File: src/rtl/gemm_pkg.sv
// Shared types and sizing helpers for the sequential GEMM engine.
package gemm_pkg;

    typedef enum logic [1:0] {
        ST_IDLE = 2'd0,
        ST_MAC  = 2'd1,
        ST_DONE = 2'd2
    } state_e;

    // Accumulator wide enough for N full-scale products plus a full-scale addend.
    function automatic int unsigned acc_w(input int unsigned n, input int unsigned dw);
        return 2 * dw + $clog2(n) + 1;
    endfunction

    // LSB position of element (i,j) in a row-major flat word, (0,0) in the MSBs.
    function automatic int unsigned idx(input int unsigned i, input int unsigned j,
                                        input int unsigned n, input int unsigned w);
        return (n * n - 1 - (i * n + j)) * w;
    endfunction

endpackage

File: src/rtl/gemm_mac.sv
// Single accumulator with C-element load, product accumulate and wrap/saturate result.
module gemm_mac #(
    parameter int unsigned ACC_W = 19,
    parameter int unsigned PW    = 16,
    parameter int unsigned OUT_W = 8
) (
    input  logic             clk,
    input  logic             rst_n,
    input  logic             load_i,
    input  logic [ACC_W-1:0] load_val_i,
    input  logic             acc_en_i,
    input  logic [PW-1:0]    prod_i,
    input  logic             sat_i,
    output logic [OUT_W-1:0] elem_c_o,
    output logic             ovf_c_o
);

    logic [ACC_W-1:0] acc_q;
    logic [ACC_W-1:0] sum_c;

    assign sum_c = acc_q + ACC_W'(prod_i);

    // Load wins over accumulate: the final product is consumed via sum_c in the same cycle.
    always_ff @(posedge clk or negedge rst_n) begin
        if (!rst_n) begin
            acc_q <= '0;
        end else if (load_i) begin
            acc_q <= load_val_i;
        end else if (acc_en_i) begin
            acc_q <= sum_c;
        end
    end

    assign ovf_c_o  = (sum_c >> OUT_W) != '0;
    assign elem_c_o = (sat_i && ovf_c_o) ? '1 : OUT_W'(sum_c);

endmodule

File: src/rtl/gemm_seq.sv
// Sequential R = A*B + C engine: one MAC per cycle, valid/ready on both sides.
module gemm_seq
    import gemm_pkg::*;
#(
    parameter int unsigned N     = 2,
    parameter int unsigned DW    = 8,
    parameter int unsigned OUT_W = 8,
    parameter int unsigned ACC_W = acc_w(N, DW)
) (
    input  logic                 clk,
    input  logic                 rst_n,
    input  logic                 in_valid,
    output logic                 in_ready,
    input  logic [N*N*DW-1:0]    a_in,
    input  logic [N*N*DW-1:0]    b_in,
    input  logic [N*N*DW-1:0]    c_in,
    input  logic                 sat_en,
    output logic                 out_valid,
    input  logic                 out_ready,
    output logic [N*N*OUT_W-1:0] out_data,
    output logic                 ovf,
    output logic                 busy
);

    localparam int unsigned IW = $clog2(N);
    localparam int unsigned PW = 2 * DW;
    localparam int unsigned MW = N * N * DW;
    localparam int unsigned OW = N * N * OUT_W;

    state_e          state_q;
    logic [MW-1:0]   a_q, b_q, c_q;
    logic            sat_q;
    logic [IW-1:0]   i_q, j_q, k_q;
    logic            in_ready_q, out_valid_q, ovf_q, busy_q;
    logic [OW-1:0]   out_data_q;

    logic            accept, in_mac, last_k, last_j, last_i;
    logic [IW-1:0]   i_nx, j_nx;
    logic [DW-1:0]   a_el, b_el, c_nx_el;
    logic [PW-1:0]   prod;
    logic            mac_load;
    logic [ACC_W-1:0] mac_load_val;
    logic [OUT_W-1:0] elem_c;
    logic            elem_ovf_c;

    assign accept = in_valid && in_ready_q;
    assign in_mac = (state_q == ST_MAC);
    assign last_k = (k_q == IW'(N - 1));
    assign last_j = (j_q == IW'(N - 1));
    assign last_i = (i_q == IW'(N - 1));

    assign j_nx = last_j ? '0 : j_q + IW'(1);
    assign i_nx = last_j ? (last_i ? '0 : i_q + IW'(1)) : i_q;

    assign a_el    = a_q[idx(32'(i_q), 32'(k_q), N, DW) +: DW];
    assign b_el    = b_q[idx(32'(k_q), 32'(j_q), N, DW) +: DW];
    assign c_nx_el = c_q[idx(32'(i_nx), 32'(j_nx), N, DW) +: DW];
    assign prod    = PW'(a_el) * PW'(b_el);

    // On accept the addend comes straight from the port since c_q is loaded on the same edge.
    assign mac_load     = accept || (in_mac && last_k);
    assign mac_load_val = accept ? ACC_W'(c_in[MW-1 -: DW]) : ACC_W'(c_nx_el);

    gemm_mac #(
        .ACC_W (ACC_W),
        .PW    (PW),
        .OUT_W (OUT_W)
    ) u_mac (
        .clk        (clk),
        .rst_n      (rst_n),
        .load_i     (mac_load),
        .load_val_i (mac_load_val),
        .acc_en_i   (in_mac),
        .prod_i     (prod),
        .sat_i      (sat_q),
        .elem_c_o   (elem_c),
        .ovf_c_o    (elem_ovf_c)
    );

    always_ff @(posedge clk or negedge rst_n) begin
        if (!rst_n) begin
            state_q     <= ST_IDLE;
            a_q         <= '0;
            b_q         <= '0;
            c_q         <= '0;
            sat_q       <= 1'b0;
            i_q         <= '0;
            j_q         <= '0;
            k_q         <= '0;
            in_ready_q  <= 1'b1;
            out_valid_q <= 1'b0;
            ovf_q       <= 1'b0;
            busy_q      <= 1'b0;
            out_data_q  <= '0;
        end else begin
            case (state_q)
                ST_IDLE: begin
                    if (accept) begin
                        a_q        <= a_in;
                        b_q        <= b_in;
                        c_q        <= c_in;
                        sat_q      <= sat_en;
                        ovf_q      <= 1'b0;
                        i_q        <= '0;
                        j_q        <= '0;
                        k_q        <= '0;
                        in_ready_q <= 1'b0;
                        busy_q     <= 1'b1;
                        state_q    <= ST_MAC;
                    end
                end
                ST_MAC: begin
                    if (last_k) begin
                        out_data_q[idx(32'(i_q), 32'(j_q), N, OUT_W) +: OUT_W] <= elem_c;
                        ovf_q <= ovf_q | elem_ovf_c;
                        k_q   <= '0;
                        i_q   <= i_nx;
                        j_q   <= j_nx;
                        if (last_i && last_j) begin
                            busy_q      <= 1'b0;
                            out_valid_q <= 1'b1;
                            state_q     <= ST_DONE;
                        end
                    end else begin
                        k_q <= k_q + IW'(1);
                    end
                end
                ST_DONE: begin
                    if (out_ready) begin
                        out_valid_q <= 1'b0;
                        in_ready_q  <= 1'b1;
                        state_q     <= ST_IDLE;
                    end
                end
                default: state_q <= ST_IDLE;
            endcase
        end
    end

    assign in_ready  = in_ready_q;
    assign out_valid = out_valid_q;
    assign out_data  = out_data_q;
    assign ovf       = ovf_q;
    assign busy      = busy_q;

endmodule

File: config.mk
export PLATFORM = sky130hd
export DESIGN_NAME = gemm_seq
export DESIGN_NICKNAME = d
export VERILOG_FILES = /design/src/rtl/gemm_pkg.sv /design/src/rtl/gemm_mac.sv /design/src/rtl/gemm_seq.sv
export SDC_FILE = /design/constraint.sdc
export NUM_CORES = 1
export LEC_CHECK = 0
export CAP_MARGIN = 10
export CORE_UTILIZATION = 56
export DETAILED_ROUTE_END_ITERATION = 8
export PLACE_DENSITY = 0.81
export SLEW_MARGIN = 10
export SYNTH_ARGS = -nofsm -noshare
export SYNTH_HDL_FRONTEND = slang
export SYNTH_SLANG_ARGS = --single-unit
File: constraint.sdc
create_clock -name clk -period 8.57 [get_ports clk]
set_clock_uncertainty 0.05 [all_clocks]
set_input_delay 1.714 -clock clk [delete_from_list [all_inputs] [get_ports clk]]
set_output_delay 1.714 -clock clk [all_outputs]
set_load 0.01 [all_outputs]
# [Word level (Yosys, flattened, before mapping)]
# Cells that the tools add are included.
[totals] ff_bits=156 latch_bits=0 ramBits=0 mem_bits_ro=0 inputBits=101 output_inout_bits=36 word_cells=91 mem_count=0
[op_classes] add_sub_neg=13 multipliers=1 n_div=0 magnitude_cmp=0 eq_ne=6 shift=5 muxes=32 bitwise_logic=1 reduce_logical=19
[ops] operator="$shiftx 32x33->8" count=3
[ops] operator="$mux 18" count=2
[ops] operator="$neg 32->34" count=1
[ops] operator="$shift 8x34->32 const A" count=1
[ops] operator="$shiftx 8x34->32" count=1
[ops] operator="$bwmux 32" count=1
[ops] operator="$add 18x16->18" count=1
[ops] operator="$reduce_bool 18->1" count=1
[ops] operator="$mul 8x8->16" count=1
[ops] operator="$mux 8" count=2
[ops] operator="$sub 2x3->4 const A" count=4
[ops] operator="$mux 1" count=15
[ops] operator="$pmux 1 s2" count=7
[ops] operator="$add 2x1->3" count=4
[ops] operator="$reduce_and 4->1" count=3
[ops] operator="$mux 2" count=4
[ops] operator="$reduce_bool 2->1" count=4
[ops] operator="$ne 2x2->1 const B" count=3
[ops] operator="$pmux 2 s3" count=1
[ops] operator="$reduce_and 2->1" count=3
[ops] operator="$reduce_and 3->1" count=2
[ops] operator="$logic_and 1x1->1" count=4
[ops] operator="$add 1x1->1 const B" count=3
[ops] operator="$eq 2x1->1 const B" count=1
[ops] operator="5 further kinds" count=5

# [Longest topological paths before layout]
# Gate-level depths: netlist of the first run.
[logic_depth] depth_word=10 ltp_mapped=23 mapped_depth_nobuf=19

# [Modules after synthesis]
# From an unflattened synthesis of the first run, not the netlist that was laid out.
[unflattened] cells_unflattened=923 hier_area_um2=10219.8
[by_module_without_submodules] mod="gemm_seq" instances=1 cells_per_inst=692 area_per_inst_um2=8338.0 seq_area_each_um2=3454.6
[by_module_without_submodules] mod="gemm_mac" instances=1 cells_per_inst=231 area_per_inst_um2=1881.8 seq_area_each_um2=450.4

# [Worst setup path before layout of the first run]
# Ideal clock, no wire load.
[synth_timing] path_kind="register -> register" from="register k_q" to="register out_data_q[14] (netlist: out_data[14])" arrival_time_ns=6.528 required_time_ns=8.359 slack_ns=1.831 stages_incl_launch_ff=23 path_buffers=4 period_less_slack_ns=6.739 path_cell_list="dfrtp_1 > clkbuf_1 > buf_1 > clkbuf_1 > mux4_2 > and2_1 > fa_1 > inv_1 > fa_1 > inv_1 > fa_1 > inv_1 > fa_1 > inv_1 > ha_1 > a21o_1 > a21o_1 > or2_1 > xor2_1 > or3_1 > nor4_4 > buf_6 > a41oi_1"
[synth_between] elab_chain_cells=10 elab_cells_between_ends=14 cone_classes="5 x add/sub; 1 x mul; 3 x shift; 2 x mux; 3 x reduce/logical"
[synth_rtl] item="start, declared" line="gemm_seq.sv:33" text="logic [IW-1:0] i_q, j_q, k_q;"
[synth_rtl] item="start signal, assigned" line="gemm_seq.sv:125" text="k_q <= k_q + IW'(1);"
[synth_rtl] item="$add 2x1->3" line="gemm_pkg.sv:18" text="return (n * n - 1 - (i * n + j)) * w;"
[synth_rtl] item="$sub 2x3->4" line="gemm_pkg.sv:18"
[synth_rtl] item="$shiftx 32x33->8 (on tied branches)" line="gemm_seq.sv:55, gemm_seq.sv:56"
[synth_rtl] item="$mul 8x8->16" line="gemm_seq.sv:58" text="assign prod = PW'(a_el) * PW'(b_el);"
[synth_rtl] item="$add 18x16->18" line="gemm_mac.sv:21" text="assign sum_c = acc_q + ACC_W'(prod_i);"
[synth_rtl] item="$reduce_bool 18->1" line="gemm_mac.sv:34" text="assign ovf_c_o = (sum_c >> OUT_W) != '0;"
[synth_rtl] item="$logic_and 1x1->1" line="gemm_mac.sv:35" text="assign elem_c_o = (sat_i && ovf_c_o) ? '1 : OUT_W'(sum_c);"
[synth_rtl] item="$mux 8" line="gemm_mac.sv:35"
[synth_rtl] item="$shiftx 8x34->32" line="gemm_seq.sv:114" text="out_data_q[idx(32'(i_q), 32'(j_q), N, OUT_W) +: OUT_W] <= elem_c;"
[synth_rtl] item="$bwmux 32" line="gemm_seq.sv:114"
[synth_rtl] item="end signal, assigned by index" line="gemm_seq.sv:114"
[synth_rtl] item="end, declared" line="gemm_seq.sv:35" text="logic [OW-1:0] out_data_q;"
# Parallel ways exist; a longest one is shown, timed or not.
# A chain may end at the register's enable or synchronous reset.

# [Worst setup path after layout of the first run]
[layout_timing] from="register k_q" to="register out_data_q[5] (netlist: out_data[5])"
# The elaborated chain is that of the path after synthesis.

==> flow_summary.toml, run 1 <==
[layout]
antennaDiodeCount = 0
nets = 1402
final_common_cell = "nand2_1"
drive_gt1_share_pct = 6.481
num-fill-cells = 1342
syn2layout_area_growth_pct = 21.32
ff_latch_area_sq_mm = 0.003905
final_cell_mix = "384 x nand2_1, 155 x dfrtp_1, 135 x clkdlybuf4s50_1"
multi_input_area_sq_mm = 0.005426

[global_routing]
grt_pass1_wl_microns = 40550
grt_pass1_vias = 8182
grt_max_degree = 99
grt_use_total_pct = 28.55
overflow = 0
antenna_found_initial = 0

[flow_run]
drv_cap = 0

[drt]
vias = 8147
wl_per_cell_microns = 16.82
drcViolationCount = 0
dr.pass1.iters = 5
ant_nets = 0
viasPerCell = 5.642
drt_iter0_markers = 579
wl_microns = 24290

[critical_path]
worst-path-buf-inv = 6
setup.worst_path.end_class = "flip-flop"
cp_slowest_cell = "mux4_2"
path_delay_family = "adder cells"
arrival_ns = 6.96
cp-start-kind = "flip-flop"
crit_chain = "buf_4, mux4_2, and2_1, fa_1, inv_1, fa_1, inv_1, fa_1, inv_1, fa_1, inv_1, ha_1, a21o_1, a21o_1, or2_1, a221oi_1, nand4_1, nor4_4, buf_4, a41oi_1"
crit_path_max_fanout = 34
critical_path_required_ns = 8.76
crit_type = "reg2reg"
worst_path_largest_cell_delay_ns = 0.67

[placed_design]
pre_cts_ws_ns = 1.848
io_buffer_count = 136
dp_hpwl_microns = 17320
routabilityCongestion = 0.8790

[run_status]
outcome = "finished clean"

[die]
die_area_sq_mm = 0.01824
fp.dieH_microns = 135.1
core_area_sq_mm = 0.01730
start_util_pct = 57.32
placementRows = 48
die_w_microns = 135.1
pin_count = 137

[cts]
cts_setup_buffers = 0
clock_latency_ns = 0.43
cts-root-buf = "clkbuf_16"
cts_buffer_depth = 2
clk_pin_slew_ns = 0.07
cts-htree-levels = 4
numCtsBuffers = 17
tritoncts = "done"
ctsHoldBuffers = 0
cts-resized-gates = 0
cts_sinks = 156

[logic_synthesis]
ys.flop_type = "dfrtp_1"
synth.avg_cell_area_sq_um = 9.063
syn-num-nets = 1290
synth_edf_count = 0
ys_seq_area_share_pct = 39.39
ys_top_cells_by_area = "dfrtp_1 39%, nand2_1 15%, fa_1 10%, ha_1 5.7%, mux4_2 5.5%"
ys_ff_latch = 156
synth.distinct_cells = 62
yosysTopAreaCellShare_pct = 39.12
netlist_instances = 1094
netlist_area_sq_mm = 0.009915
synth_top_cell_by_area = "dfrtp_1"
yosysWarnings = 0
async_flop_share_pct = 100.0

[timing]
drv_slew = 0
setup-violations-final = 0
worst_slack_ns = 1.805
tns_ns = 0
timing.fmax_mhz = 147.8
rsz0062_at_grt = "no"
finalHoldViolCount = 0
fin_crit_sh_pct = 78.94
tightest_slew_ns = 1.205
relSlewSlack_pct = 19.03
fin_crit_ns = 6.765

[min_path]
hp-class = "reg2reg"
[routing by layer]
| metal | GRT usage (%) | vias up | routed length, microns |
|---|---|---|---|
| li1 | - | 3832 | - |
| met1 | 39.58 | 4015 | 10850 |
| met2 | 47.16 | 266 | 11830 |
| met3 | 4.580 | 34 | 1242 |
| met4 | 7.054 | 0 | 368 |
| met5 | 0 | - | 0 |
[worst paths after layout]
| path | slack (ns) | depth (start not counted) | endpoint | from |
|---|---|---|---|---|
| min in group asynchronous | 1.28 | 1 | out_data[15]$_DFFE_PN0P_ | rst_n |
| max reg2reg | 1.80 | 20 | out_data[5]$_DFFE_PN0P_ | k_q$_DFFE_PN0P_ |
| max in group asynchronous | 5.73 | 2 | c_q[24]$_DFFE_PN0P_ | rst_n |
| max | 1.80 | 20 | out_data[5]$_DFFE_PN0P_ | k_q$_DFFE_PN0P_ |
| min | 0.42 | 2 | a_q[8]$_DFFE_PN0P_ | a_q[8]$_DFFE_PN0P_ |
| min reg2reg | 0.42 | 2 | a_q[8]$_DFFE_PN0P_ | a_q[8]$_DFFE_PN0P_ |
[metrics by stage]
stage	instance area, sq um	instances	hold WS (ns)	util [%]
floorplan	9915	1094	0.3903	-
detailed placement	11410	1412	0.4082	65.95
CTS	12030	1444	0.4251	69.54
finish	12030	1444	0.4212	69.54
global route	12030	1444	0.4469	69.54
global placement	11410	1412	0.4028	65.95
[tightest hold or removal path, delay by kind of cell, from the launching register on]
family           cells  cell delay, ns
flip-flops           1            0.34
AND/OR/NAND/NOR      2            0.10
[state kept, by name, indices dropped and copies added, names as in the netlist, 2 cells and up]
name and flops:
a_q 32, b_q 32, c_q 32, out_data 32, state_q 2, u_mac.acc_q 18
[logic make-up after synthesis]
group / after synthesis / share of synthesized area (%)
buffers and inverters: 149 / 6.020
adders and majority gates: 95 / 15.77
and+or+nand+nor: 478 / 20.09
AOI/OAI and AO/OA: 177 / 11.90
muxes: 28 / 5.856
xor gates and xnor gates: 11 / 0.9717
DFF: 156 / 39.39
[area by class of cell]
type,count,area share (%)
well taps,225,2.341
clock inverters,15,1.623
multi-input cells,789,45.12
flip-flops and latches,156,32.47
clock buffers,17,3.537
repair buffers,145,11.89
inverters,97,3.027
[cells in the mapped netlist, drive strengths merged (5+ instances only)]
cell type and number:
or2 5, xor2 7, buf 13, inv 97
a21o 13, o21ai 24, nand2b 5, nor3 7
a21oi 53, and2 30, mux4 24, a21boi 9
a31oi 17, nor2b 5, a22o 5, clkbuf 39
a22oi 17, o211ai 5, nor2 23, dfrtp 155
ha 45, nand2 384, fa 50, a41oi 16
Power of run 1 is left out: the tool's default activity adds up to more than one toggle a clock period on the data nets, which glitch-free logic cannot reach.
==> run 2: changes to the inputs <==
--- a/config.mk
+++ b/config.mk
@@ -6,9 +6,9 @@
 export NUM_CORES = 1
 export LEC_CHECK = 0
 export CAP_MARGIN = 10
-export CORE_UTILIZATION = 56
+export CORE_UTILIZATION = 51
 export DETAILED_ROUTE_END_ITERATION = 8
-export PLACE_DENSITY = 0.81
+export PLACE_DENSITY = 0.78
 export SLEW_MARGIN = 10
 export SYNTH_ARGS = -nofsm -noshare
 export SYNTH_HDL_FRONTEND = slang
==> constraint.sdc (replaced) <==
create_clock -name clk -period 6.15 [get_ports clk]
set_clock_uncertainty 0.05 [all_clocks]
set_input_delay 1.23 -clock clk [delete_from_list [all_inputs] [get_ports clk]]
set_output_delay 1.23 -clock clk [all_outputs]
set_load 0.01 [all_outputs]
==> flow_summary.toml, run 2 (synthesis gave the netlist of run 1 again) <==
[cts]
clk_pin_slew_ns = 0.06
cts_buffer_depth = 2
numCtsBuffers = 17
cts-htree-levels = 4
ctsHoldBuffers = 0
tritoncts = "done"
clock_latency_ns = 0.44
cts-root-buf = "clkbuf_16"
cts_sinks = 156

[timing]
fin_crit_sh_pct = 97.28
setup-violations-final = 0
fin_crit_ns = 5.983
timing.fmax_mhz = 167.2
drv_slew = 0
tightest_slew_ns = 1.150
tns_ns = 0
finalHoldViolCount = 0
relSlewSlack_pct = 22.74

[run_status]
outcome = "finished clean"

[flow_run]
drv_cap = 0

[global_routing]
grtUsageMet1_pct = 37.98
met2_usage_pct = 42.24
grt.busiest_layer = "met2"
grt_use_total_pct = 26.99
antenna_found_initial = 1
grt_pass1_wl_microns = 42190
met3_usage_pct = 5.062
grt_pass1_vias = 8249
grt_max_degree = 103
overflow = 0

[die]
die_area_sq_mm = 0.02000
pin_count = 137
die_w_microns = 141.4
core_area_sq_mm = 0.01889
placementRows = 50
fp.dieH_microns = 141.4
start_util_pct = 52.48

[min_path]
hp-class = "reg2reg"
min_from = "c_q[15]$_DFFE_PN0P_"

[layout]
final_cell_mix = "384 x nand2_1, 154 x dfrtp_1, 135 x clkdlybuf4s50_1"
drive_gt1_share_pct = 10.96
num-fill-cells = 1517
final_common_cell = "nand2_1"
antennaDiodeCount = 0
syn2layout_area_growth_pct = 25.93
nets = 1442

[critical_path]
crit_type = "reg2reg"
r2r_slack_ns = 0.17
arrival_ns = 6.22
setup.worst_path.end_class = "flip-flop"
crit_path_max_fanout = 8
worst_path_largest_cell_delay_ns = 0.53
path_delay_family = "adder cells"
critical_path_required_ns = 6.39
worst-path-buf-inv = 7
cp-startpoint = "k_q$_DFFE_PN0P_"
cp-start-kind = "flip-flop"
timing.rr.start = "k_q$_DFFE_PN0P_"
crit_chain = "buf_12, mux4_2, and2_4, fa_1, inv_1, fa_1, inv_1, fa_1, inv_1, fa_1, inv_1, ha_2, a211o_1, a31o_1, a41o_4, or3_1, a32o_2, nor4_4, buf_4, clkbuf_16, a41oi_1"
cp_slowest_cell = "fa_1"

[drt]
wl_microns = 25630
viasPerCell = 5.466
wl_per_cell_microns = 16.87
ant_nets = 0
drt_iter0_markers = 615
drcViolationCount = 0
vias = 8303
dr.pass1.iters = 5

[placed_design]
dp_hpwl_microns = 18010
io_buffer_count = 136
routabilityCongestion = 0.9086
## run 2: what timing repair did
item	in CTS	in global routing
pin swaps	0	13
gates resized for setup	1	23
setup buffers	0	17
cloned	0	2
endpoints found under the setup margin	10	33
## run 2: per-stage QoR
stage | hold slack, ns | area [sq um] | utilization [%] | setup WS, ns | std cells
floorplan | 0.3903 | 9945 | - | 0.001752 | 1094
global placement | 0.4034 | 11650 | 61.64 | 0.08203 | 1468
detailed placement | 0.4086 | 11650 | 61.64 | 0.01708 | 1468
CTS | 0.4244 | 12220 | 64.68 | 0.06689 | 1500
global route | 0.4416 | 12490 | 66.09 | -0.03166 | 1519
finish | 0.4204 | 12490 | 66.09 | 0.1675 | 1519
## run 2: layer usage
metal | wire (microns) | part of all wire [%] | vias to the layer above
li1 | - | - | 3919
met1 | 11430 | 45 | 4041
met2 | 12110 | 47 | 286
met3 | 1480 | 5.8 | 55
met4 | 598 | 2.3 | 2
met5 | 13 | 0.051 | -
## run 2: worst paths after layout
| check | endpoint | cells past startpoint |
|---|---|---|
| worst min-delay path | c_q[15]$_DFFE_PN0P_ | 2 |
| max in group asynchronous | j_q$_DFFE_PN0P_ | 2 |
| min in group asynchronous | a_q[26]$_DFFE_PN0P_ | 1 |
| worst max register to register | out_data[20]$_DFFE_PN0P_ | 21 |
| worst min register to register | c_q[15]$_DFFE_PN0P_ | 2 |
| worst max-delay path | out_data[20]$_DFFE_PN0P_ | 21 |
## run 2: layout make-up
type / count / area (sq um) / area share, %
multi-input combinational: 789 / 5503 / 44.07
sequential: 156 / 3906 / 31.29
timing repair buffer: 185 / 1814 / 14.53
clock buffer: 19 / 442.9 / 3.547
inverter: 97 / 364.1 / 2.916
tap: 260 / 325.3 / 2.605
clock inverter: 13 / 130.1 / 1.042
## run 2: tightest hold or removal path, cell delays in order, from the launching register on
cell	delay (ns)
dfrtp_1	0.34
nand2_1	0.05
nand2_1	0.05
Power of run 2 is left out for the same reason.
==> run 3: changes to the inputs <==
--- a/config.mk
+++ b/config.mk
@@ -5,6 +5,7 @@
 export SDC_FILE = /design/constraint.sdc
 export NUM_CORES = 1
 export LEC_CHECK = 0
+export ABC_AREA = 1
 export CAP_MARGIN = 10
 export CORE_UTILIZATION = 51
 export DETAILED_ROUTE_END_ITERATION = 8
==> flow_summary.toml, run 3 <==
[critical_path]
crit_type = "reg2reg"
cp-start-kind = "flip-flop"
critical_path_required_ns = 6.41
crit_path_max_fanout = 11
setup.worst_path.end_class = "flip-flop"
r2r_slack_ns = 0.27
arrival_ns = 6.14

[logic_synthesis]
synth_top_cell_by_area = "dfrtp_1"
ys_ff_latch = 156
ys_top_cells_by_area = "dfrtp_1 39%, nand2_1 20%, fa_1 10%, inv_1 6.5%, ha_1 5.7%"
ys_seq_area_share_pct = 39.67
synth_common_cells = "522 x nand2_1, 170 x inv_1, 155 x dfrtp_1, 68 x nor2_1, 50 x fa_1"
synth.distinct_cells = 38
synth.avg_cell_area_sq_um = 7.807
netlist_instances = 1261
yosysWarnings = 0
synth_most_common_cell = "nand2_1"
netlist_area_sq_mm = 0.009844
ys.flop_type = "dfrtp_1"
async_flop_share_pct = 100.0
yosysTopAreaCellShare_pct = 39.40
synth_edf_count = 0
syn-num-nets = 1457

[timing]
worst_slack_ns = 0.2680
finalHoldViolCount = 0
fin_crit_ns = 5.882
tightest_slew_ns = 1.159
setup-violations-final = 0
hold_ws_ns = 0.4192
timing.fmax_mhz = 170.0
drv_slew = 0
fin_crit_sh_pct = 95.64
relSlewSlack_pct = 22.63

[run_status]
outcome = "finished clean"

[drt]
wl_microns = 25730
dr.pass1.iters = 5
wl_per_cell_microns = 15.47
drt_iter0_markers = 569
ant_nets = 0
viasPerCell = 5.247
drcViolationCount = 0
vias = 8726

[layout]
antennaDiodeCount = 0
final_cell_area_sq_mm = 0.01210
final_util_pct = 64.28
final_common_cell = "nand2_1"
syn2layout_area_growth_pct = 22.95
drive_gt1_share_pct = 6.771
nets = 1586
final_cell_mix = "522 x nand2_1, 170 x inv_1, 155 x dfrtp_1"

[global_routing]
grt_use_total_pct = 27.59
overflow = 0
grt_pass1_wl_microns = 42670
grt_max_degree = 105
grt_pass1_vias = 8555
antenna_found_initial = 0

[die]
pin_count = 137
placementRows = 50
core_area_sq_mm = 0.01883
die_area_sq_mm = 0.01986
start_util_pct = 52.28
fp.dieH_microns = 140.9
die_w_microns = 140.9

[flow_run]
drv_cap = 0

[cts]
clk_pin_slew_ns = 0.06
cts-resized-gates = 0
cts-root-buf = "clkbuf_16"
cts_sinks = 156
cts_setup_buffers = 0
cts_buffer_depth = 2
clock_latency_ns = 0.43
tritoncts = "done"
cts-htree-levels = 4
numCtsBuffers = 17
ctsHoldBuffers = 0

[placed_design]
post_dp_cell_area_sq_mm = 0.01149
routabilityCongestion = 0.9466
dp_hpwl_microns = 19260
io_buffer_count = 136
pre_cts_ws_ns = 0.1720

[min_path]
hp-class = "reg2reg"
-- run 3: kinds of logic (layout without fill, tap and decap cells) --
| kind of cell | after synthesis | count (layout) | synth area share (%) |
|---|---|---|---|
| XOR/XNOR | 3 | 3 | 0.2670 |
| adder cells (fa/ha/maj) | 95 | 95 | 15.89 |
| AND/OR/NAND/NOR | 667 | 667 | 28.10 |
| AO/OA/AOI/OAI | 120 | 120 | 7.537 |
| flip-flops | 156 | 156 | 39.67 |
| buffers and inverters | 220 | 362 | 8.541 |
-- run 3: final timing paths --
kind                                                  to  cells after the start               start
worst min register to register        c_q[7]$_DFFE_PN0P_                      2  c_q[7]$_DFFE_PN0P_
min in group asynchronous        out_data[5]$_DFFE_PN0P_                      1               rst_n
worst max-delay path            out_data[25]$_DFFE_PN0P_                     24     j_q$_DFFE_PN0P_
worst max register to register  out_data[25]$_DFFE_PN0P_                     24     j_q$_DFFE_PN0P_
max in group asynchronous                j_q$_DFFE_PN0P_                      2               rst_n
worst min-delay path                  c_q[7]$_DFFE_PN0P_                      2  c_q[7]$_DFFE_PN0P_
-- run 3: critical path, stage by stage, from the launching register on --
cell	delay, ns
dfrtp_1	0.38
inv_1	0.31
buf_4	0.23
nand2_1	0.05
a32oi_1	0.55
nand2_1	0.19
fa_1	0.62
fa_1	0.47
fa_1	0.52
fa_1	0.55
inv_1	0.04
ha_1	0.38
nand2_1	0.15
nor2_1	0.17
nand3_1	0.16
nand3_2	0.11
nand2_2	0.08
nor2_4	0.08
nand3_2	0.09
nor2_4	0.11
nand2_4	0.07
nand2_8	0.14
nand2_4	0.07
nand4_1	0.09
nand2_1	0.09
-- run 3: through the flow --
stage	cells	TNS (ns)
2_1_floorplan	1261	0
3_3_place_gp	1631	0
3_5_place_dp	1631	0
4_1_cts	1663	0
5_1_grt	1663	-0.01804
6_report	1663	0
-- run 3: per-layer routing --
metal	GRT usage, %	vias up	share of wire [%]
met4	10.64	0	3.4
li1	-	4163	-
met2	44.07	345	47
met1	37.69	4156	45
met5	0	-	0
met3	4.823	62	5.3
-- run 3: area by class of cell --
class                      instances  area, sq um
clock buffer                      20        456.7
clock inverter                    12        128.9
fill                            1554         6726
inverter                         177        669.4
multi-input combinational        885         5129
sequential                       156         3905
tap                              260        325.3
timing repair buffer             153         1490
Power of run 3 is left out for the same reason.
